===== src/rtl/scratchpad_arbiter_pkg.sv =====
// Shared types and helpers for the two-master scratchpad arbiter.
// Holds the FSM state encoding, the master ids and the byte merge used by read-modify-write.
package scratchpad_arb_pkg;

    typedef enum logic {
        ST_IDLE  = 1'b0,
        ST_MERGE = 1'b1
    } arb_state_t;

    localparam logic M_FETCH = 1'b0;
    localparam logic M_LSU   = 1'b1;

    // One byte lane of a sub-word write; callers loop over BITS/8 lanes.
    function automatic logic [7:0] byte_merge(
        input logic [7:0] old_byte,
        input logic [7:0] new_byte,
        input logic       be
    );
        byte_merge = be ? new_byte : old_byte;
    endfunction

endpackage


===== src/rtl/scratchpad_arbiter_if.sv =====
// Bundle of requester-side and RAM-side signals around the scratchpad arbiter.
// master = CPU requesters, slave = arbiter, ram = the scratchpad RAM instance.
interface scratchpad_arbiter_if #(
    parameter int BITS         = 32,
    parameter int ADDRESS_BITS = 10
);
    localparam int BE_BITS = BITS / 8;

    logic                    m0_req;
    logic [ADDRESS_BITS-1:0] m0_addr;
    logic                    m0_gnt;
    logic                    m0_rvalid;
    logic [BITS-1:0]         m0_rdata;

    logic                    m1_req;
    logic                    m1_we;
    logic [BE_BITS-1:0]      m1_be;
    logic [ADDRESS_BITS-1:0] m1_addr;
    logic [BITS-1:0]         m1_wdata;
    logic                    m1_gnt;
    logic                    m1_rvalid;
    logic [BITS-1:0]         m1_rdata;

    logic [ADDRESS_BITS-1:0] ram_rd_addr;
    logic [ADDRESS_BITS-1:0] ram_wr_addr;
    logic [BITS-1:0]         ram_wr_data;
    logic                    ram_WRb;
    logic [BITS-1:0]         ram_rd_data;

    modport master (
        output m0_req, m0_addr,
        output m1_req, m1_we, m1_be, m1_addr, m1_wdata,
        input  m0_gnt, m0_rvalid, m0_rdata,
        input  m1_gnt, m1_rvalid, m1_rdata
    );

    modport slave (
        input  m0_req, m0_addr,
        input  m1_req, m1_we, m1_be, m1_addr, m1_wdata,
        output m0_gnt, m0_rvalid, m0_rdata,
        output m1_gnt, m1_rvalid, m1_rdata,
        output ram_rd_addr, ram_wr_addr, ram_wr_data, ram_WRb,
        input  ram_rd_data
    );

    modport ram (
        input  ram_rd_addr, ram_wr_addr, ram_wr_data, ram_WRb,
        output ram_rd_data
    );

endinterface


===== src/rtl/scratchpad_arbiter.sv =====
// Round-robin arbiter sharing one 1R1W scratchpad RAM between instruction fetch (M0)
// and load/store (M1); sub-word stores become a two-cycle read-modify-write.
module scratchpad_arbiter
    import scratchpad_arb_pkg::*;
#(
    parameter int BITS         = 32,
    parameter int ADDRESS_BITS = 10
) (
    input  logic              CLK,
    input  logic              RST,
    scratchpad_arbiter_if.slave bus
);
    localparam int BE_BITS = BITS / 8;

    arb_state_t              r_state;
    arb_state_t              w_next_state;
    logic                    r_last_gnt;
    logic                    r_m0_rvalid;
    logic                    r_m1_rvalid;
    logic [ADDRESS_BITS-1:0] r_rd_addr;
    logic [ADDRESS_BITS-1:0] r_mrg_addr;
    logic [BITS-1:0]         r_mrg_wdata;
    logic [BE_BITS-1:0]      r_mrg_be;

    logic                    w_gnt0;
    logic                    w_gnt1;
    logic                    w_m1_full;
    logic                    w_m1_part;
    logic                    w_latch_merge;
    logic [ADDRESS_BITS-1:0] w_rd_addr;
    logic [ADDRESS_BITS-1:0] w_wr_addr;
    logic [BITS-1:0]         w_wr_data;
    logic [BITS-1:0]         w_merged;
    logic                    w_WRb;

    assign w_m1_full     = &bus.m1_be;
    assign w_m1_part     = !w_m1_full && (|bus.m1_be);
    assign w_latch_merge = w_gnt1 && bus.m1_we && w_m1_part;

    // Grants only exist in IDLE; on contention the master not served last wins.
    always_comb begin
        w_gnt0 = 1'b0;
        w_gnt1 = 1'b0;
        if (r_state == ST_IDLE && !RST) begin
            if (bus.m0_req && (!bus.m1_req || r_last_gnt == M_LSU)) begin
                w_gnt0 = 1'b1;
            end else if (bus.m1_req) begin
                w_gnt1 = 1'b1;
            end
        end
    end

    always_comb begin
        w_merged = '0;
        for (int i = 0; i < BE_BITS; i++) begin
            w_merged[i*8 +: 8] = byte_merge(bus.ram_rd_data[i*8 +: 8],
                                            r_mrg_wdata[i*8 +: 8], r_mrg_be[i]);
        end
    end

    always_comb begin
        w_next_state = r_state;
        w_rd_addr    = r_rd_addr;
        w_wr_addr    = r_mrg_addr;
        w_wr_data    = w_merged;
        w_WRb        = 1'b1;
        case (r_state)
            ST_IDLE: begin
                if (w_gnt0) begin
                    w_rd_addr = bus.m0_addr;
                end else if (w_gnt1) begin
                    if (!bus.m1_we) begin
                        w_rd_addr = bus.m1_addr;
                    end else if (w_m1_full) begin
                        w_wr_addr = bus.m1_addr;
                        w_wr_data = bus.m1_wdata;
                        w_WRb     = 1'b0;
                    end else if (w_m1_part) begin
                        w_rd_addr    = bus.m1_addr;
                        w_next_state = ST_MERGE;
                    end
                end
            end
            ST_MERGE: begin
                // Reset here abandons the merge without touching the RAM.
                if (!RST) begin
                    w_WRb = 1'b0;
                end
                w_next_state = ST_IDLE;
            end
        endcase
    end

    always_ff @(posedge CLK) begin
        if (RST) begin
            r_state     <= ST_IDLE;
            r_last_gnt  <= M_LSU;
            r_m0_rvalid <= 1'b0;
            r_m1_rvalid <= 1'b0;
        end else begin
            r_state     <= w_next_state;
            r_m0_rvalid <= w_gnt0;
            r_m1_rvalid <= w_gnt1 && !bus.m1_we;
            if (w_gnt0) begin
                r_last_gnt <= M_FETCH;
            end else if (w_gnt1) begin
                r_last_gnt <= M_LSU;
            end
        end
    end

    always_ff @(posedge CLK) begin
        r_rd_addr <= w_rd_addr;
        if (w_latch_merge) begin
            r_mrg_addr  <= bus.m1_addr;
            r_mrg_wdata <= bus.m1_wdata;
            r_mrg_be    <= bus.m1_be;
        end
    end

    assign bus.m0_gnt      = w_gnt0;
    assign bus.m1_gnt      = w_gnt1;
    assign bus.m0_rvalid   = r_m0_rvalid;
    assign bus.m1_rvalid   = r_m1_rvalid;
    assign bus.m0_rdata    = bus.ram_rd_data;
    assign bus.m1_rdata    = bus.ram_rd_data;
    assign bus.ram_rd_addr = w_rd_addr;
    assign bus.ram_wr_addr = w_wr_addr;
    assign bus.ram_wr_data = w_wr_data;
    assign bus.ram_WRb     = w_WRb;

endmodule

===== src/flat_wrapper.sv =====
// flat-port wrapper written by rule: the top's interface ports become plain ports
module scratchpad_arbiter_flat import scratchpad_arb_pkg::*;
#(
    parameter int BITS         = 32,
    parameter int ADDRESS_BITS = 10
)
  (CLK, RST, bus_m0_req, bus_m0_addr, bus_m1_req, bus_m1_we, bus_m1_be, bus_m1_addr, bus_m1_wdata, bus_m0_gnt, bus_m0_rvalid, bus_m0_rdata, bus_m1_gnt, bus_m1_rvalid, bus_m1_rdata, bus_ram_rd_addr, bus_ram_wr_addr, bus_ram_wr_data, bus_ram_WRb, bus_ram_rd_data);
  scratchpad_arbiter_if #(.BITS(BITS), .ADDRESS_BITS(ADDRESS_BITS)) bus_i ();
  input  logic CLK;
  input  logic RST;
  input wire logic [$bits(bus_i.m0_req)-1:0] bus_m0_req;
  input wire logic [$bits(bus_i.m0_addr)-1:0] bus_m0_addr;
  input wire logic [$bits(bus_i.m1_req)-1:0] bus_m1_req;
  input wire logic [$bits(bus_i.m1_we)-1:0] bus_m1_we;
  input wire logic [$bits(bus_i.m1_be)-1:0] bus_m1_be;
  input wire logic [$bits(bus_i.m1_addr)-1:0] bus_m1_addr;
  input wire logic [$bits(bus_i.m1_wdata)-1:0] bus_m1_wdata;
  output wire logic [$bits(bus_i.m0_gnt)-1:0] bus_m0_gnt;
  output wire logic [$bits(bus_i.m0_rvalid)-1:0] bus_m0_rvalid;
  output wire logic [$bits(bus_i.m0_rdata)-1:0] bus_m0_rdata;
  output wire logic [$bits(bus_i.m1_gnt)-1:0] bus_m1_gnt;
  output wire logic [$bits(bus_i.m1_rvalid)-1:0] bus_m1_rvalid;
  output wire logic [$bits(bus_i.m1_rdata)-1:0] bus_m1_rdata;
  output wire logic [$bits(bus_i.ram_rd_addr)-1:0] bus_ram_rd_addr;
  output wire logic [$bits(bus_i.ram_wr_addr)-1:0] bus_ram_wr_addr;
  output wire logic [$bits(bus_i.ram_wr_data)-1:0] bus_ram_wr_data;
  output wire logic [$bits(bus_i.ram_WRb)-1:0] bus_ram_WRb;
  input wire logic [$bits(bus_i.ram_rd_data)-1:0] bus_ram_rd_data;
  assign bus_i.m0_req = bus_m0_req;
  assign bus_i.m0_addr = bus_m0_addr;
  assign bus_i.m1_req = bus_m1_req;
  assign bus_i.m1_we = bus_m1_we;
  assign bus_i.m1_be = bus_m1_be;
  assign bus_i.m1_addr = bus_m1_addr;
  assign bus_i.m1_wdata = bus_m1_wdata;
  assign bus_m0_gnt = bus_i.m0_gnt;
  assign bus_m0_rvalid = bus_i.m0_rvalid;
  assign bus_m0_rdata = bus_i.m0_rdata;
  assign bus_m1_gnt = bus_i.m1_gnt;
  assign bus_m1_rvalid = bus_i.m1_rvalid;
  assign bus_m1_rdata = bus_i.m1_rdata;
  assign bus_ram_rd_addr = bus_i.ram_rd_addr;
  assign bus_ram_wr_addr = bus_i.ram_wr_addr;
  assign bus_ram_wr_data = bus_i.ram_wr_data;
  assign bus_ram_WRb = bus_i.ram_WRb;
  assign bus_i.ram_rd_data = bus_ram_rd_data;
  scratchpad_arbiter #(.BITS(BITS), .ADDRESS_BITS(ADDRESS_BITS)) u_core (.CLK(CLK), .RST(RST), .bus(bus_i));
endmodule

===== config.mk =====
export PLATFORM = sky130hd
export DESIGN_NAME = scratchpad_arbiter_flat
export DESIGN_NICKNAME = d
export VERILOG_FILES = /design/src/rtl/scratchpad_arbiter_pkg.sv /design/src/rtl/scratchpad_arbiter_if.sv /design/src/rtl/scratchpad_arbiter.sv /design/src/flat_wrapper.sv
export SDC_FILE = /design/constraint.sdc
export NUM_CORES = 1
export LEC_CHECK = 0
export CORE_MARGIN = 4
export CORE_UTILIZATION = 34
export CTS_BUF_LIST = sky130_fd_sc_hd__clkbuf_4 sky130_fd_sc_hd__clkbuf_8
export DETAILED_ROUTE_END_ITERATION = 6
export PLACE_DENSITY = 0.87
export SLEW_MARGIN = 20
export SYNTH_ARGS = -nofsm -noshare
export SYNTH_HDL_FRONTEND = slang
export SYNTH_SLANG_ARGS = --single-unit

===== constraint.sdc =====
create_clock -name CLK -period 5.6 [get_ports CLK]
set_clock_uncertainty 0.15 [all_clocks]
set_input_delay 1.12 -clock CLK [delete_from_list [all_inputs] [get_ports CLK]]
set_output_delay 1.12 -clock CLK [all_outputs]
set_load 0.03 [all_outputs]

# Yosys cells after proc, flatten, opt, wreduce, memory -nomap -nowiden
# Index checks and enable logic that the tools add are counted.
classes:
  n_bitwise: 1
  n_reduce_logical: 14
  mux: 39
op_table:
  columns: ["operator", "count"]
  rows:
  - ["$mux 32", 5]
  - ["$mux 10", 11]
  - ["$mux 8", 4]
  - ["$mux 1", 17]
  - ["$logic_and 1x1->1", 6]
  - ["$logic_not 1->1", 4]
  - ["$pmux 1 s2", 2]
  - ["$reduce_and 4->1", 1]
  - ["$reduce_or 4->1", 1]
  - ["$reduce_bool 2->1", 1]
  - ["$logic_or 1x1->1", 1]
  - ["$not 1->1", 1]
totals:
  out_inout_bits: 121
  word_cells: 62
  in_bits: 93
  register_bits: 60

# Longest topological paths before layout
# Gate-level depths: netlist of the first run.
logic_depth:
  word_depth: 9
  ltp_mapped: 6
  mapped_depth_nobuf: 5

# Worst setup path after synthesis of the first run
# No wires, ideal clock.
synth_timing:
  path_type: "input-to-reg"
  start: "in bus_m1_req"
  end: "reg u_core.r_mrg_addr[0] (enable)"
  setup_ns: 0.506
  slack_ns: 0.159
  path_stages: 5
  required_ns: 4.944
  path_buffers: 0
  t_arrival_ns: 4.784
  cell_sequence: "nor2b_1 -> nand2_1 -> inv_2 -> nand2_1 -> nor3_1"
synth_between:
  elab_chain_cells: 7
  elab_cells_between_ends: 8
  classes_between: "3 x mux; 5 x reduce/logical"
synth_rtl:
  columns: ["element", "line", "source"]
  rows:
  - ["start, declared", "flat_wrapper.sv:13", "input wire logic [$bits(bus_i.m1_req)-1:0] bus_m1_req;"]
  - ["$logic_not 1->1", "scratchpad_arbiter.sv:45", "if (bus.m0_req && (!bus.m1_req || r_last_gnt == M_LSU)) begin"]
  - ["$logic_or 1x1->1", "scratchpad_arbiter.sv:45", null]
  - ["$logic_and 1x1->1", "scratchpad_arbiter.sv:45", null]
  - ["$mux 1 (*)", "scratchpad_arbiter.sv:45", null]
  - ["$mux 1 (*)", "scratchpad_arbiter.sv:44", "if (r_state == ST_IDLE && !RST) begin"]
  - ["via bus_m1_gnt", "flat_wrapper.sv:21", "output wire logic [$bits(bus_i.m1_gnt)-1:0] bus_m1_gnt;"]
  - ["$logic_and 1x1->1 (*) (2 in series)", "scratchpad_arbiter.sv:38", "assign w_latch_merge = w_gnt1 && bus.m1_we && w_m1_part;"]
  - ["via u_core.w_latch_merge", "scratchpad_arbiter.sv:29", "logic w_latch_merge;"]
  - ["end signal, assigned", "scratchpad_arbiter.sv:115", "r_mrg_addr <= bus.m1_addr;"]
  - ["end, declared", "scratchpad_arbiter.sv:21", "logic [ADDRESS_BITS-1:0] r_mrg_addr;"]
# The timed path passes the listed nets; every way through them passes the cells marked *.
# A chain may end at the register's enable or synchronous reset.

# Final worst setup path of the first run
layout_timing:
  start: "in bus_m1_be[1]"
  end: "out bus_ram_rd_addr[4]"
layout_between:
  elab_chain_cells: 9
  elab_cells_between_ends: 10
  classes_between: "6 x mux; 4 x reduce/logical"
layout_rtl:
  columns: ["element", "line", "source"]
  rows:
  - ["start, declared", "flat_wrapper.sv:15", "input wire logic [$bits(bus_i.m1_be)-1:0] bus_m1_be;"]
  - ["$reduce_and 4->1", "scratchpad_arbiter.sv:36", "assign w_m1_full = &bus.m1_be;"]
  - ["$logic_not 1->1", "scratchpad_arbiter.sv:37", "assign w_m1_part = !w_m1_full && (|bus.m1_be);"]
  - ["$logic_and 1x1->1", "scratchpad_arbiter.sv:37", null]
  - ["$mux 10", "scratchpad_arbiter.sv:78", "end else if (w_m1_part) begin"]
  - ["$mux 10 (*)", "scratchpad_arbiter.sv:74", "end else if (w_m1_full) begin"]
  - ["$mux 10 (*)", "scratchpad_arbiter.sv:72", "if (!bus.m1_we) begin"]
  - ["$mux 10 (*)", "scratchpad_arbiter.sv:71", "end else if (w_gnt1) begin"]
  - ["$mux 10 (*)", "scratchpad_arbiter.sv:69", "if (w_gnt0) begin"]
  - ["$mux 10 (*)", "scratchpad_arbiter.sv:67", "case (r_state)"]
  - ["end, declared", "flat_wrapper.sv:24", "output wire logic [$bits(bus_i.ram_rd_addr)-1:0] bus_ram_rd_addr;"]
# Every way passes the cells marked *; elsewhere a longest branch is shown, timed or not.

==> flow_metrics.py, run 1 <==
metrics = {
    "synthesis": {
        "syn-instance-count": 306,
        "yosysUniqueCellTypes": 28,
        "ys_ff_latch": 60,
        "synth_mux_area_share_pct": 13.1,
        "synth-xor-area-share_pct": 0,
        "synth-warning-count": 0,
        "synth_adder_area_share_pct": 0,
        "synth.avg_cell_area_sq_um": 10.8,
        "ys_seq_area_share_pct": 50.2,
        "synth-simple-area-share_pct": 8.42,
        "synth_top_family_by_area": "buffers and inverters",
        "synth_nets": 399,
        "synth_compound_area_share_pct": 10.5,
        "syn_area_sq_um": 3310,
    },
    "sta": {
        "setup_viol": 0,
        "worstMarginPinSlew_ns": 0.511,
        "max_freq_mhz": 199,
        "slew_headroom_pct": 65.9,
        "rsz0062_at_grt": "false",
        "period_needed_ns": 5.02,
        "hold_viol": 0,
        "slew_viol_final": 0,
        "fin_hold_ws_ns": 0.383,
        "setup-tns-final_ns": 0,
        "fin_crit_sh_pct": 89.6,
    },
    "global_routing": {
        "track_usage_pct": 16.6,
        "antenna_found_initial": 0,
        "grt_max_degree": 40,
        "grt_pass1_vias": 2801,
        "overflow": 0,
        "met1_usage_pct": 18.7,
        "grt_pass1_wl_microns": 14700,
        "busiest_layer": "met2",
        "grtUsageMet3_pct": 4.58,
        "use_met2_pct": 29.8,
    },
    "setup_path": {
        "ff2ff_path_depth": 6,
        "r2r-start": "u_core.r_state",
        "cp-end-kind": "output port",
        "cpMaxStageDelayCell": "clkdlybuf4s50_1",
        "critPathCapture": "bus_ram_rd_addr[4]",
        "cp.arrival_ns": 3.75,
        "crit_type": "in -> out",
        "crit_top_cell": "clkdlybuf4s50_1",
        "worst-path-stages": 6,
        "path_buf_inv": 2,
        "critPathTopFamily": "buffers and inverters",
        "startpoint_type": "primary input",
        "r2r_end": "u_core.r_mrg_be[2]",
        "crit_start": "bus_m1_be[1]",
        "cpPeakStageDelay_ns": 0.64,
        "crit_required_ns": 4.33,
        "reg2reg_slack_ns": 3.50,
        "crit_chain": "clkdlybuf4s50_1 > nor4_2 > o21a_1 > nand2b_1 > a21oi_1 > clkdlybuf4s50_1",
        "cp_max_fo": 11,
    },
    "detailed_routing": {
        "drt_iter0_drc": 95,
        "ant_nets": 0,
        "route.detailed.drc": 0,
        "wl_per_cell_microns": 16.8,
        "first_pass_iters": 4,
        "wl_microns": 9850,
        "vias": 2696,
        "viasPerCell": 4.59,
    },
    "clocking": {
        "cts_buffer_depth": 2,
        "clock-sinks": 60,
        "clockRootBuffer": "clkbuf_8",
        "clk_latency_ns": 0.33,
        "cts-resized-gates": 0,
        "numCtsBuffers": 9,
        "ctsHoldBuffers": 0,
        "cts_max_level": 3,
        "post_cts_buffers": 0,
        "clkTransAtPathRegs_ns": 0.08,
        "cts_tree": "yes",
    },
    "layout": {
        "n_antenna_cell": 0,
        "nNetsFinal": 546,
        "final_cell_mix": "clkdlybuf4s50_1 (213), edfxtp_1 (46), nor2_1 (43), a21oi_1 (38), mux2i_1 (32)",
        "final_common_cell": "clkdlybuf4s50_1",
        "area_growth_pct": 59.0,
        "fin_area_sq_um": 5270,
        "drive_gt1_share_pct": 6.77,
    },
    "floorplan": {
        "initial_core_util_pct": 35.3,
        "dieArea_sq_um": 11400,
        "io_pins": 214,
        "die_w_microns": 107,
        "rows": 35,
        "die_y_microns": 107,
        "core_sq_um": 9370,
    },
    "power_and_ir_drop": {
        "powerDensity_nw_per_um2": 242,
        "ir_drop_mv": 0.158,
        "p_leak_nw": 1.97,
        "power_w": 0.00127,
    },
    "job": {
        "maxCapViolCount": 0,
    },
    "hold_path": {
        "hp-class": "reg -> reg",
        "hp-start": "u_core.r_rd_addr[6]",
    },
    "place": {
        "place_hpwl_microns": 7780,
        "dpl_cell_area_sq_um": 5070,
        "io_buffers": 213,
        "globalplace.congestion": 0.808,
    },
    "outcome": {
        "status": "complete, no violations",
    },
}
layout make-up:
cell class | count | area [sq um]
fill | 841 | 4100
sequential | 60 | 1660
clock inverter | 7 | 75.1
tap | 129 | 161
multi-input combinational | 160 | 1060
timing repair buffer | 217 | 2160
clock buffer | 9 | 124
inverter | 5 | 18.8
how the worst min path moves through the flow:
stage                                endpoint  slack, ns  cells after the start
after floorplan             u_core.r_last_gnt       0.35                      2
after global placement    u_core.r_rd_addr[8]       0.36                      2
after detailed placement  u_core.r_rd_addr[6]       0.36                      2
after CTS                 u_core.r_rd_addr[6]       0.39                      2
after global routing      u_core.r_rd_addr[9]       0.40                      2
final                     u_core.r_rd_addr[6]       0.38                      2
report_power, final:
group | switching, W | internal [W]
Sequential | 0.0000116 | 0.000504
Clock | 0.000188 | 0.000208
Combinational | 0.000191 | 0.000172
Total | 0.000390 | 0.000884
per-layer routing:
| metal | share of wire [%] | vias to the layer above |
|---|---|---|
| met5 | 0 | - |
| met4 | 1.6 | 0 |
| met3 | 7.8 | 14 |
| met2 | 51 | 126 |
| met1 | 39 | 1232 |
| li1 | - | 1324 |
cells by family (layout without fill, tap and decap cells):
group / count (synthesis) / in the layout
muxes: 42 / 42
AOI/OAI and AO/OA: 56 / 56
and+or+nand+nor: 62 / 62
DFF: 60 / 60
buffers and inverters: 86 / 238
state kept, by name (all words and copies together) (netlist names):
register,flops
u_core.r_state,1
u_core.bus.m0_rvalid,1
u_core.r_rd_addr,10
u_core.r_mrg_wdata,32
u_core.bus.m1_rvalid,1
u_core.r_last_gnt,1
u_core.r_mrg_addr,10
u_core.r_mrg_be,4
cells in the mapped netlist:
cell      instances  share of area (%)
dfxtp_1          14                8.5
and4_4            1               0.34
nand2b_1          2               0.38
nor3_1            7                1.1
nor2b_1           2               0.38
buf_4            67                 15
mux2_1           10                3.4
inv_1             3               0.34
nand4_1           1               0.19
o22ai_1           5               0.94
buf_1             4               0.45
a21boi_0          1               0.23
o32ai_1           5                1.3
nor2_1           43                4.9
buf_2             7                1.1
a211oi_2          5                1.9
nand3_1           1               0.15
clkbuf_1          2               0.23
buf_6             1               0.34
inv_2             2               0.23
edfxtp_1         46                 42
a21oi_1          38                5.7
o21a_1            1               0.23
or3_4             1               0.34
nor4_2            1               0.38
o21ai_0           1               0.15
nand2_1           3               0.34
mux2i_1          32                9.7
worst min-delay path, stage by stage, from the launching register on:
cell and delay [ns]:
dfxtp_1 0.31, nor2_1 0.10, a21oi_1 0.08
per-stage QoR:
stage,cells,worst slack (ns),utilization (%)
global route,587,0.426,56.2
floorplan,306,0.159,-
CTS,587,0.568,56.2
global placement,571,0.650,54.1
detailed placement,571,0.588,54.1
finish,587,0.580,56.2
Note: power is estimated with default switching activity, not from simulation.
==> run 2, diff against run 1 <==
Settings changed: ABC_CLOCK_PERIOD_IN_PS set to 5600.
==> results of run 2 <==
Same layout as run 1: the final DEF is identical, and so are final timing and power.
==> run 3, diff against run 2 <==
Settings changed: ABC_AREA set to 1, CORE_UTILIZATION 34 to 35, MAX_ROUTING_LAYER set to met4.
==> run 3 against run 2 <==
- sequential share of layout area shrank 1.1 points
- die area up 3.7%
- first-iteration DRC count rose by 91%
- critical path type unchanged
- critical endpoint is now bus_ram_rd_addr[9]
- largest power group unchanged
==> flow_metrics.py, run 3 <==
metrics = {
    "outcome": {
        "status": "complete, no violations",
    },
    "sta": {
        "slew_viol_final": 0,
        "fin_hold_ws_ns": 0.343,
        "slew_headroom_pct": 60.8,
        "rsz0062_at_grt": "false",
        "fin_ws_ns": 0.838,
        "max_freq_mhz": 210,
        "period_needed_ns": 4.76,
        "hold_viol": 0,
        "fin_crit_sh_pct": 85.0,
        "worstMarginPinSlew_ns": 0.587,
        "setup-tns-final_ns": 0,
        "setup_viol": 0,
    },
    "layout": {
        "n_antenna_cell": 0,
        "nFillCells": 887,
        "reg_top3": "u_core.r_mrg_wdata (32), u_core.r_mrg_addr (10), u_core.r_rd_addr (10)",
        "final_cell_mix": "clkdlybuf4s50_1 (213), nand2_1 (133), edfxtp_1 (46), mux2_2 (31), inv_1 (21)",
        "regMostFlops": "u_core.r_mrg_wdata",
        "final_common_cell": "clkdlybuf4s50_1",
        "fin_cells": 669,
        "area_growth_pct": 53.9,
        "fin_area_sq_um": 5460,
        "nNetsFinal": 624,
        "drive_gt1_share_pct": 13.4,
        "largest_reg_flops": 32,
    },
    "detailed_routing": {
        "viasPerCell": 4.51,
        "route.detailed.drc": 0,
        "ant_nets": 0,
        "first_pass_iters": 4,
        "wl_per_cell_microns": 15.8,
        "vias": 3014,
        "wl_microns": 10600,
        "drt_iter0_drc": 181,
    },
    "synthesis": {
        "synth-warning-count": 0,
        "ys_seq_area_share_pct": 46.9,
        "synth_ff_type": "edfxtp_1",
        "yosysUniqueCellTypes": 27,
        "syn-instance-count": 384,
        "synth_edf_count": 46,
        "synth.avg_cell_area_sq_um": 9.23,
        "ys_ff_latch": 60,
        "synth_nets": 477,
        "synth_top_cell_by_area": "edfxtp_1",
        "synth-async-reset-ratio_pct": 0,
        "synth.area.top_cells": "edfxtp_1 (39%), buf_4 (14%), nand2_1 (14%)",
        "yosys.area.top_type_share_pct": 39.0,
        "syn_area_sq_um": 3540,
        "yosysMostFrequentCell": "nand2_1",
        "ys_top_cells_by_count": "nand2_1 (133), buf_4 (67), edfxtp_1 (46), mux2_2 (31), inv_1 (21)",
    },
    "power_and_ir_drop": {
        "seqPwrFrac_pct": 40.7,
        "internal_power_w": 0.000878,
        "ir_drop_mv": 0.165,
        "p_sw_share_pct": 30.1,
        "comb_power_share_pct": 29.1,
        "p_leak_nw": 2.26,
        "switchingPower_w": 0.000378,
        "powerDensity_nw_per_um2": 230,
        "clockPowerShare_pct": 30.2,
    },
    "global_routing": {
        "overflow": 0,
        "antenna_found_initial": 0,
        "grt_max_degree": 52,
        "track_usage_pct": 17.7,
        "use_met2_pct": 32.8,
        "grt_pass1_wl_microns": 15700,
        "grtUsageMet3_pct": 3.97,
        "busiest_layer": "met2",
        "grt_pass1_vias": 3091,
        "met1_usage_pct": 18.7,
    },
    "clocking": {
        "clockRootBuffer": "clkbuf_8",
        "cts_max_level": 3,
        "clkTransAtPathRegs_ns": 0.07,
        "post_cts_buffers": 0,
        "ctsHoldBuffers": 0,
        "numCtsBuffers": 9,
        "cts_buffer_depth": 2,
        "clk_latency_ns": 0.32,
        "clock-sinks": 60,
        "cts-resized-gates": 0,
        "cts_tree": "yes",
    },
    "floorplan": {
        "die_w_microns": 109,
        "rows": 36,
        "initial_core_util_pct": 36.1,
        "dieArea_sq_um": 11800,
        "die_y_microns": 109,
        "core_sq_um": 9820,
        "io_pins": 214,
    },
    "place": {
        "place_hpwl_microns": 8290,
        "globalplace.congestion": 0.878,
        "placed_cells": 653,
        "dpl_cell_area_sq_um": 5270,
        "place_worst_setup_slack_ns": 0.835,
        "io_buffers": 213,
    },
    "setup_path": {
        "cp_max_fo": 11,
        "cp-end-kind": "output port",
        "cp.arrival_ns": 3.49,
        "crit_type": "in -> out",
        "crit_required_ns": 4.33,
        "startpoint_type": "primary input",
    },
    "job": {
        "maxCapViolCount": 0,
    },
    "hold_path": {
        "hp-class": "reg -> reg",
    },
}
run 3: cell count changes in the layout (fill, tap and decap cells not counted), moves of 4 or more:
cell,change
o32ai_1,-5
nor2_1,-29
nand3_1,+15
nor3_1,-6
o22ai_1,-5
o21ai_2,+10
inv_1,+18
mux2i_1,-31
mux2_1,-10
mux2_2,+31
a21oi_1,-37
or2_2,+4
a211oi_2,-5
nand2_1,+130
run 3: worst paths after layout:
check                      start                     end  slack, ns  cells past startpoint
max                 bus_m1_be[2]      bus_ram_rd_addr[9]       0.84                     11
min          u_core.r_rd_addr[1]     u_core.r_rd_addr[1]       0.34                      2
max reg2reg       u_core.r_state  u_core.r_mrg_wdata[10]       3.27                      6
min reg2reg  u_core.r_rd_addr[1]     u_core.r_rd_addr[1]       0.34                      2
run 3: cells by family (layout without fill, tap and decap cells):
| logic type | count (synthesis) | in the layout | share of synthesized area, % |
|---|---|---|---|
| AO/OA/AOI/OAI | 14 | 14 | 3.21 |
| buffers and inverters | 104 | 256 | 19.6 |
| multiplexers | 32 | 32 | 10.1 |
| AND/OR/NAND/NOR | 174 | 174 | 20.2 |
| flip-flops | 60 | 60 | 46.9 |
run 3: area by class of cell:
cell class / count / area [sq um] / share of cell area [%]
multi-input cells: 220 / 1200 / 21.9
well taps: 133 / 166 / 3.05
clock inverters: 6 / 55.1 / 1.01
clock buffers: 10 / 131 / 2.41
inverters: 25 / 97.6 / 1.79
flip-flops and latches: 60 / 1660 / 30.5
repair buffers: 215 / 2150 / 39.4
run 3: power by group through the flow:
stage | clock network (W) | logic [W] | registers (W)
2_1_floorplan | 0 | 0.000206 | 0.000519
3_3_place_gp | 0 | 0.000359 | 0.000520
3_5_place_dp | 0 | 0.000367 | 0.000521
4_1_cts | 0.000395 | 0.000368 | 0.000511
5_1_grt | 0.000420 | 0.000386 | 0.000513
6_report | 0.000380 | 0.000365 | 0.000511
run 3: layer usage:
layer / vias to the layer above / wire [microns]
met3: 17 / 713
met1: 1394 / 4020
met5: - / 0
li1: 1476 / -
met2: 127 / 5660
met4: 0 / 186
run 3: critical path, cell delays in order:
cell and delay [ns]:
clkdlybuf4s50_1 0.46, nand2_1 0.11, inv_2 0.05, nand2_1 0.06, nand2_1 0.13, nand2_1 0.30, nand2_2 0.15, nand2_1 0.21
nor2_1 0.07, nor2_1 0.14, clkdlybuf4s50_1 0.69
run 3: per-stage QoR:
stage | total power [W] | util (%)
global placement | 0.000879 | 53.7
CTS | 0.00127 | 55.6
finish | 0.00126 | 55.6
global route | 0.00132 | 55.6
detailed placement | 0.000888 | 53.7
floorplan | 0.000725 | -
